--- src/rtl/eco32f_muldiv.sv ---
// Iterative 32-step radix-2 multiply / divide / remainder sequencer for the execute stage.
// Latency: ITERATIONS+2 cycles from issue to done (1 cycle for divide-by-zero).
// Backpressure: muldiv_stall freezes ID/EX from the issue cycle until the cycle before done.
module eco32f_muldiv #(
    parameter int ITERATIONS = 32
) (
    input  logic        clk,
    input  logic        rst,
    input  logic        ex_op_mul,
    input  logic        ex_op_div,
    input  logic        ex_op_rem,
    input  logic        ex_muldiv_signed,
    input  logic        ex_bubble,
    input  logic        ex_flush,
    input  logic [31:0] ex_opa,
    input  logic [31:0] ex_opb,
    output logic        muldiv_stall,
    output logic        muldiv_done,
    output logic [31:0] muldiv_result,
    output logic        muldiv_div_zero
);

    localparam int CW = $clog2(ITERATIONS + 1);

    typedef enum logic [1:0] {
        S_IDLE,
        S_BUSY,
        S_FIX,
        S_DONE
    } state_t;

    state_t         state;
    logic [CW-1:0]  cnt;
    logic           op_mul;     // latched: multiply
    logic           op_rem;     // latched: remainder (divide when neither)
    logic           negate_q;   // product / quotient needs negation
    logic           negate_r;   // remainder needs negation
    logic           dz_pend;    // divide-by-zero flag for the DONE cycle
    logic [31:0]    a_reg;      // multiplicand (shifts left) or dividend->quotient
    logic [31:0]    b_reg;      // multiplier (shifts right) or divisor
    logic [31:0]    acc;        // low product or partial remainder
    logic [31:0]    result_q;

    // Issue-cycle decode and operand magnitudes.
    logic        start;
    logic        is_divlike;
    logic        opa_neg;
    logic        opb_neg;
    logic [31:0] opa_abs;
    logic [31:0] opb_abs;

    assign start      = (ex_op_mul | ex_op_div | ex_op_rem) & ~ex_bubble & ~ex_flush
                        & (state == S_IDLE);
    assign is_divlike = ex_op_div | ex_op_rem;
    assign opa_neg    = ex_muldiv_signed & ex_opa[31];
    assign opb_neg    = ex_muldiv_signed & ex_opb[31];
    assign opa_abs    = opa_neg ? (32'd0 - ex_opa) : ex_opa;
    assign opb_abs    = opb_neg ? (32'd0 - ex_opb) : ex_opb;

    // Stall is combinational so the pipeline freezes in the issue cycle itself.
    assign muldiv_stall    = ~ex_flush & (start | (state == S_BUSY) | (state == S_FIX));
    assign muldiv_done     = (state == S_DONE);
    assign muldiv_div_zero = (state == S_DONE) & dz_pend;
    assign muldiv_result   = result_q;

    // One radix-2 step: shift-add for multiply, restoring subtract for divide.
    logic [32:0] rem_sh;
    logic [32:0] rem_diff;
    logic        q_bit;
    logic [31:0] mul_acc_nxt;

    always_comb begin
        rem_sh      = {acc, a_reg[31]};
        rem_diff    = rem_sh - {1'b0, b_reg};
        q_bit       = ~rem_diff[32];
        mul_acc_nxt = b_reg[0] ? (acc + a_reg) : acc;
    end

    // Sign fix-up applied in the FIX state.
    logic [31:0] fix_val;

    always_comb begin
        fix_val = a_reg;
        if (op_mul) begin
            fix_val = negate_q ? (32'd0 - acc) : acc;
        end else if (op_rem) begin
            fix_val = negate_r ? (32'd0 - acc) : acc;
        end else begin
            fix_val = negate_q ? (32'd0 - a_reg) : a_reg;
        end
    end

    // Sequencer FSM and datapath registers; flush aborts from any state.
    always_ff @(posedge clk or posedge rst) begin
        if (rst) begin
            state    <= S_IDLE;
            cnt      <= '0;
            op_mul   <= 1'b0;
            op_rem   <= 1'b0;
            negate_q <= 1'b0;
            negate_r <= 1'b0;
            dz_pend  <= 1'b0;
            a_reg    <= '0;
            b_reg    <= '0;
            acc      <= '0;
            result_q <= '0;
        end else if (ex_flush) begin
            state   <= S_IDLE;
            dz_pend <= 1'b0;
        end else begin
            case (state)
                S_IDLE: begin
                    if (start) begin
                        op_mul   <= ex_op_mul;
                        op_rem   <= ~ex_op_mul & ex_op_rem;
                        negate_q <= ex_muldiv_signed & (ex_opa[31] ^ ex_opb[31]);
                        negate_r <= opa_neg;
                        a_reg    <= opa_abs;
                        b_reg    <= opb_abs;
                        acc      <= '0;
                        cnt      <= '0;
                        if (!ex_op_mul && is_divlike && (ex_opb == 32'd0)) begin
                            result_q <= '0;
                            dz_pend  <= 1'b1;
                            state    <= S_DONE;
                        end else begin
                            dz_pend  <= 1'b0;
                            state    <= S_BUSY;
                        end
                    end
                end
                S_BUSY: begin
                    if (op_mul) begin
                        acc   <= mul_acc_nxt;
                        a_reg <= {a_reg[30:0], 1'b0};
                        b_reg <= {1'b0, b_reg[31:1]};
                    end else begin
                        acc   <= q_bit ? rem_diff[31:0] : rem_sh[31:0];
                        a_reg <= {a_reg[30:0], q_bit};
                    end
                    cnt <= cnt + CW'(1);
                    if (cnt == CW'(ITERATIONS - 1)) begin
                        state <= S_FIX;
                    end
                end
                S_FIX: begin
                    result_q <= fix_val;
                    state    <= S_DONE;
                end
                S_DONE: begin
                    dz_pend <= 1'b0;
                    state   <= S_IDLE;
                end
                default: begin
                    state <= S_IDLE;
                end
            endcase
        end
    end

endmodule

--- config.mk ---
export PLATFORM = sky130hd
export DESIGN_NAME = eco32f_muldiv
export DESIGN_NICKNAME = d
export VERILOG_FILES = /design/src/rtl/eco32f_muldiv.sv
export SDC_FILE = /design/constraint.sdc
export NUM_CORES = 1
export LEC_CHECK = 0
export BUFFER_PORTS_ARGS = -buffer_cell sky130_fd_sc_hd__buf_2
export CORE_ASPECT_RATIO = 1.75
export CORE_UTILIZATION = 56
export CTS_CLUSTER_SIZE = 28
export DETAILED_ROUTE_END_ITERATION = 16
export PLACE_DENSITY = 0.83
export SLEW_MARGIN = 20
export SYNTH_ARGS = -nofsm -noshare
export SYNTH_HDL_FRONTEND = slang
export SYNTH_SLANG_ARGS = --single-unit
--- constraint.sdc ---
create_clock -name clk -period 4 [get_ports clk]
set_input_delay 0.2 -clock clk [delete_from_list [all_inputs] [get_ports clk]]
set_output_delay 0.2 -clock clk [all_outputs]
set_load 0.02 [all_outputs]
# --- Yosys cells after proc, flatten, opt, wreduce, memory -nomap -nowiden ---
# Index checks and enable logic that the tools add are counted.
classes:
  n_mux: 32
  reduce_logical: 15
  bitwise_logic: 19
  n_eq_ne: 10
  n_addsub: 7
ops:
  columns: ["cell", "count"]
  rows:
  - ["32-bit two-way mux", 16]
  - ["32-bit case mux with 2 select lines", 4]
  - ["1-bit by 32-bit subtractor with 32-bit output (first input constant)", 4]
  - ["33-bit by 32-bit subtractor with 33-bit output", 1]
  - ["32-bit adder", 1]
  - ["32-bit zero test", 1]
  - ["6-bit case mux with 2 select lines", 1]
  - ["4-bit AND reduction", 3]
  - ["1-bit AND", 9]
  - ["2-bit two-way mux", 4]
  - ["2-bit case mux with 4 select lines", 1]
  - ["6-bit by 1-bit adder with 6-bit output (second input constant)", 1]
  - ["6-bit by 5-bit == test with 1-bit output (second input constant)", 1]
  - ["6-bit two-way mux", 1]
  - ["3-bit != test (second input constant)", 2]
  - ["3-bit AND reduction", 2]
  - ["1-bit OR", 5]
  - ["2-bit == test (second input constant)", 2]
  - ["1-bit two-way mux", 4]
  - ["2-bit != test (second input constant)", 2]
  - ["1-bit NOT", 4]
  - ["2-bit AND reduction", 2]
  - ["2-bit nonzero test", 2]
  - ["3-bit by 2-bit != test with 1-bit output (second input constant)", 1]
  - ["other kinds (8)", 9]
word_totals:
  word_cells: 94
  output_inout_bits: 35
  inputBits: 72
  ff_bits: 141

# --- Longest topological paths before layout ---
depth:
  depth_word: 8
  depth_mapped: 13
  depth_no_buf: 12

# --- Worst setup path before layout ---
# Ideal clock, no wire load.
synth_path:
  path_type: "register -> register"
  start: "register a_reg[31]"
  end: "register acc[19]"
  arrival_ns: 3.249
  period_less_slack_ns: 3.371
  t_required_ns: 3.878
  n_path_buf: 1
  path_slack_ns: 0.629
  setup_time_ns: 0.122
  stages_incl_launch_ff: 14
  cell_sequence: "dfrtp_1 > inv_1 > ha_1 > fa_1 > nand2b_1 > a21oi_1 > nor2b_1 > o31ai_1 > o21a_1 > o21ai_1 > xnor2_1 > clkbuf_1 > nand3_1 > a32o_1"
synth_between:
  elab_chain_cells: 4
synth_lines:
  columns: ["item", "line_no", "text"]
  rows:
  - ["start, declared", "39", "logic [31:0] a_reg;"]
  - ["start signal, assigned", "118", "a_reg <= opa_abs;"]
  - ["start signal, assigned", "135", "a_reg <= {a_reg[30:0], 1'b0};"]
  - ["start signal, assigned", "139", "a_reg <= {a_reg[30:0], q_bit};"]
  - ["33-bit by 32-bit subtractor with 33-bit output", "74", "rem_diff = rem_sh - {1'b0, b_reg};"]
  - ["32-bit two-way mux", "138", "acc <= q_bit ? rem_diff[31:0] : rem_sh[31:0];"]
  - ["32-bit two-way mux", "133", "if (op_mul) begin"]
  - ["32-bit case mux with 2 select lines", "111", "case (state)"]
  - ["end signal, assigned", "134", "acc <= mul_acc_nxt;"]
  - ["end signal, assigned", "138", null]
  - ["end, declared", "41", "logic [31:0] acc;"]
# No other way between the ends.
# A chain may end at the register's enable or synchronous reset.

# --- Worst setup path after layout ---
layout_path:
  start: "register a_reg[31]"
  end: "register acc[3]"
# The elaborated chain is that of the path after synthesis.

==> parameters.txt <==
Parameter                              Value

Outcome
  Outcome    complete, no violations

Global routing
  Met1 Usage GRT    38.4%
  GRT met3 Usage    6.18%
  Largest net degree at the start of global routing    82
  GR Overflow Total    0
  Fraction of met2 tracks used by global routing    between 60% and 70%
  Antenna violations before repair    0
  Gr usage total    a little over a third
  Vias in the first global route    between 10000 and 15000
  Most used routing layer    met2
  Global-route wire length before repair    65.2 mm

Clock network
  TritonCTS clock tree    done
  Clock Latency Late Sink    approximately 0.45 ns
  Number of levels the H-tree was split into    4
  Post-cts gate resize count    0
  Number of buffers added by the clock tree synthesis step    17
  CTS Root Cell    sky130_fd_sc_hd__clkbuf_16
  Buffers from clock root to sink, at most    2
  Total clock sinks    around 140
  Clock-pin slew reported for the worst setup and hold paths after clock tree synthesis    around 0.07 ns

Job
  Number of violations of the max-capacitance limit    0

Synthesis
  Post-synthesis share of cell area spent on xor and xnor gates    around a tenth
  YS warnings    0
  Nets in the synthesized netlist    around 1800
  Leading register cell type out of synthesis    sky130_fd_sc_hd__dfrtp_1
  Dominant cells by area after synthesis    sky130_fd_sc_hd__dfrtp_1 27%, sky130_fd_sc_hd__a21oi_1 7.3%, sky130_fd_sc_hd__ha_1 6.9%, sky130_fd_sc_hd__o21ai_0 6.5%, sky130_fd_sc_hd__nand2_1 5.5%
  Distinct cell type count of the synthesized netlist    78
  Share of the synthesized area in the top cell type    27.1%
  Register bit count reported by yosys    roughly 140
  Mux cell area share after synthesis    about 3.1%
  Adder-Cell Fraction of Synth Area    under 10%
  EDFF count, synth    0
  Gate count after technology mapping    1693
  Area of the mapped netlist    13000 um^2
  Synthesized-area fraction occupied by and/or/nand/nor cells    between 15 and 20%
  Synth Area in Compound Gates    approximately 29%
  Dominant cell type by area after synthesis    sky130_fd_sc_hd__dfrtp_1
  Async set or reset register ratio after synthesis    100%
  Synthesized area per cell    roughly 7.7 um^2
  Main combinational cell family by area after synthesis    compound AO/OA/AOI/OAI gates
  Sequential fraction of the synthesis area    27.1%
  Synth cell count leaders    191 x sky130_fd_sc_hd__a21oi_1, 191 x sky130_fd_sc_hd__nand2_1, 168 x sky130_fd_sc_hd__o21ai_0, 148 x sky130_fd_sc_hd__nor2_1, 141 x sky130_fd_sc_hd__dfrtp_1

Worst setup path
  Setup crit end kind    register
  Critical path's slowest cell    sky130_fd_sc_hd__o31ai_1
  Data arrival time of the worst path    approximately 4 ns
  Crit start category    register
  Crit path largest cell delay    ~0.54 ns
  Number of buffers and inverters on the critical path    2
  Worst setup path class    register to register
  Crit path max-delay family    compound AO/OA/AOI/OAI gates
  Critical path, cell by cell    inv_1 > ha_1 > fa_1 > nand2b_1 > a21oi_1 > nor2b_1 > o31ai_1 > o21a_1 > o21ai_1 > xnor2_2 > buf_12 > mux2i_1 > o21ai_0
  CP required    about 4.3 ns
  Critical path peak fanout    28

Placement
  Setup WS pre-CTS    roughly 0.41 ns
  Post-detailed-placement cell area    ~14000 um^2
  # port buffers    about 110
  Global placer's final weighted congestion    between 1 and 1.5
  Detailed placement HPWL    ~31 mm

Drt
  DRC violations left    0
  Starting DRT DRC Count    between 1000 and 1500
  Detailed-routing iteration count for the pre-antenna-repair pass    5
  Via count of the routed design    ~13000
  Average wire per cell in the routed design    a little under 20 um
  Number of nets still failing antenna checks after routing    0
  DRT Wirelength    around 41 mm
  Post-DR vias/cell    ~6.4

Layout
  Number of inserted filler cells in the final layout    2000
  Count of inserted antenna diode cells    0
  Design area    about 15000 um^2
  Synthesis-to-finish area growth    11.7%
  Number of nets in the final layout    ~1900
  Share of final-layout standard cells stronger than drive strength 1    about an eighth

Timing
  Share of the clock period used by the worst path    ~90%
  Worst-margin pin slew    1.06 ns
  Maximum operating frequency    about 270 MHz
  RSZ-0062 raised after global routing    no
  Relative slew slack    about 29%
  Post-route clock skew    between 0.01 and 0.015 ns
  Final Critical Period    3.69 ns
  Final-layout setup total negative slack    0 ns
  Final-report setup violation count    0
  Fin. max-slew vios    0
  Final WS setup    around 0.3 ns
  Fin. Hold Viols    0

Worst hold path
  Type of the tightest min-delay check    input pin to register

Power and ir drop
  Lkg Pwr    around 6.5 nW
  Worst ir drop on vdd    roughly 480 uV
  Final Total Pwr    roughly 0.011 W
  Power density over the cells    744 nW/um^2

Floorplanning
  Number of top-level pins    around 110
  Total die area    approximately 24000 um^2
  Starting density of the core    between 50% and 60%
  Die outline height    204 um
  Floorplan core area    ~23000 um^2
  Die width    117 um
  Cell row count    73
[cells by family after synthesis]
| kind of cell | after synthesis |
|---|---|
| adder cells (fa/ha/maj) | 74 |
| XOR/XNOR | 144 |
| buffers and inverters | 158 |
| AND/OR/NAND/NOR | 532 |
| multiplexers | 39 |
| flip-flops | 141 |
| AO/OA/AOI/OAI | 605 |
[layout make-up]
class / instances / area [um^2] / area share [%]
well taps: 300 / 375 / 2.58
multi-input cells: 1394 / 8900 / 61.3
clock inverters: 12 / 150 / 1.03
repair buffers: 146 / 868 / 5.98
flip-flops and latches: 141 / 3530 / 24.3
inverters: 61 / 234 / 1.61
clock buffers: 20 / 467 / 3.21
[tightest hold or removal path, stage by stage]
cell	delay [ns]
sky130_fd_sc_hd__buf_2	0.11
sky130_fd_sc_hd__nand2b_1	0.07
sky130_fd_sc_hd__o21ai_0	0.07
[worst paths after layout]
kind,startpoint,to,slack [ns],cells past startpoint
max,a_reg[31],acc[3],0.31,13
min,ex_op_rem,op_rem,0.04,3
min reg2reg,muldiv_result[25],muldiv_result[25],0.48,1
max in group asynchronous,rst,a_reg[3],2.66,4
max reg2reg,a_reg[31],acc[3],0.31,13
min in group asynchronous,rst,acc[28],0.41,3
[per-layer routing]
metal | vias to the layer above | share of wire (%) | wire length, um
li1 | 6281 | - | -
met1 | 6214 | 36 | 14800
met2 | 534 | 50 | 20500
met3 | 218 | 5.4 | 2210
met4 | 0 | 7.8 | 3160
met5 | - | 0 | 0
[placed cells by master, fill, tap and decap left out, drive strengths merged, types with 15 or more instances in the layout]
master | netlist | routed
o21ai | 175 | 175
ha | 72 | 72
a31oi | 16 | 16
a22o | 16 | 16
nor2 | 149 | 149
buf | 12 | 144
nand3 | 31 | 31
nor3 | 32 | 32
inv | 61 | 66
a21oi | 192 | 192
o31ai | 23 | 23
clkbuf | 85 | 20
xor2 | 69 | 69
a21o | 29 | 29
mux2i | 35 | 35
or3 | 20 | 20
dfrtp | 141 | 141
xnor2 | 75 | 75
nand2 | 192 | 192
o211ai | 15 | 15
nand4 | 15 | 15
a22oi | 27 | 27
[per-stage QoR]
| stage | hold WS (ns) | utilization [%] | cells |
|---|---|---|---|
| 6_report | 0.0368 | 63.9 | 2074 |
| 5_1_grt | 0.0515 | 63.9 | 2074 |
| 4_1_cts | 0.0226 | 63.7 | 2073 |
| 3_5_place_dp | 0.382 | 60.9 | 2039 |
| 3_3_place_gp | 0.370 | 60.9 | 2039 |
| 2_1_floorplan | 0.266 | - | 1693 |
[report_power, final]
group / switching, W / internal [W] / leakage, nW
registers: 0.000761 / 0.00184 / 1.86
logic: 0.00400 / 0.00251 / 4.30
clock network: 0.000705 / 0.000985 / 0.304
total: 0.00546 / 0.00534 / 6.46
[timing repair]
item                                   CTS  global route
buffers inserted                         0             0
hold buffers                             2             0
endpoints found under the hold margin   81             0
No activity file was read; power rests on OpenSTA's default activity.
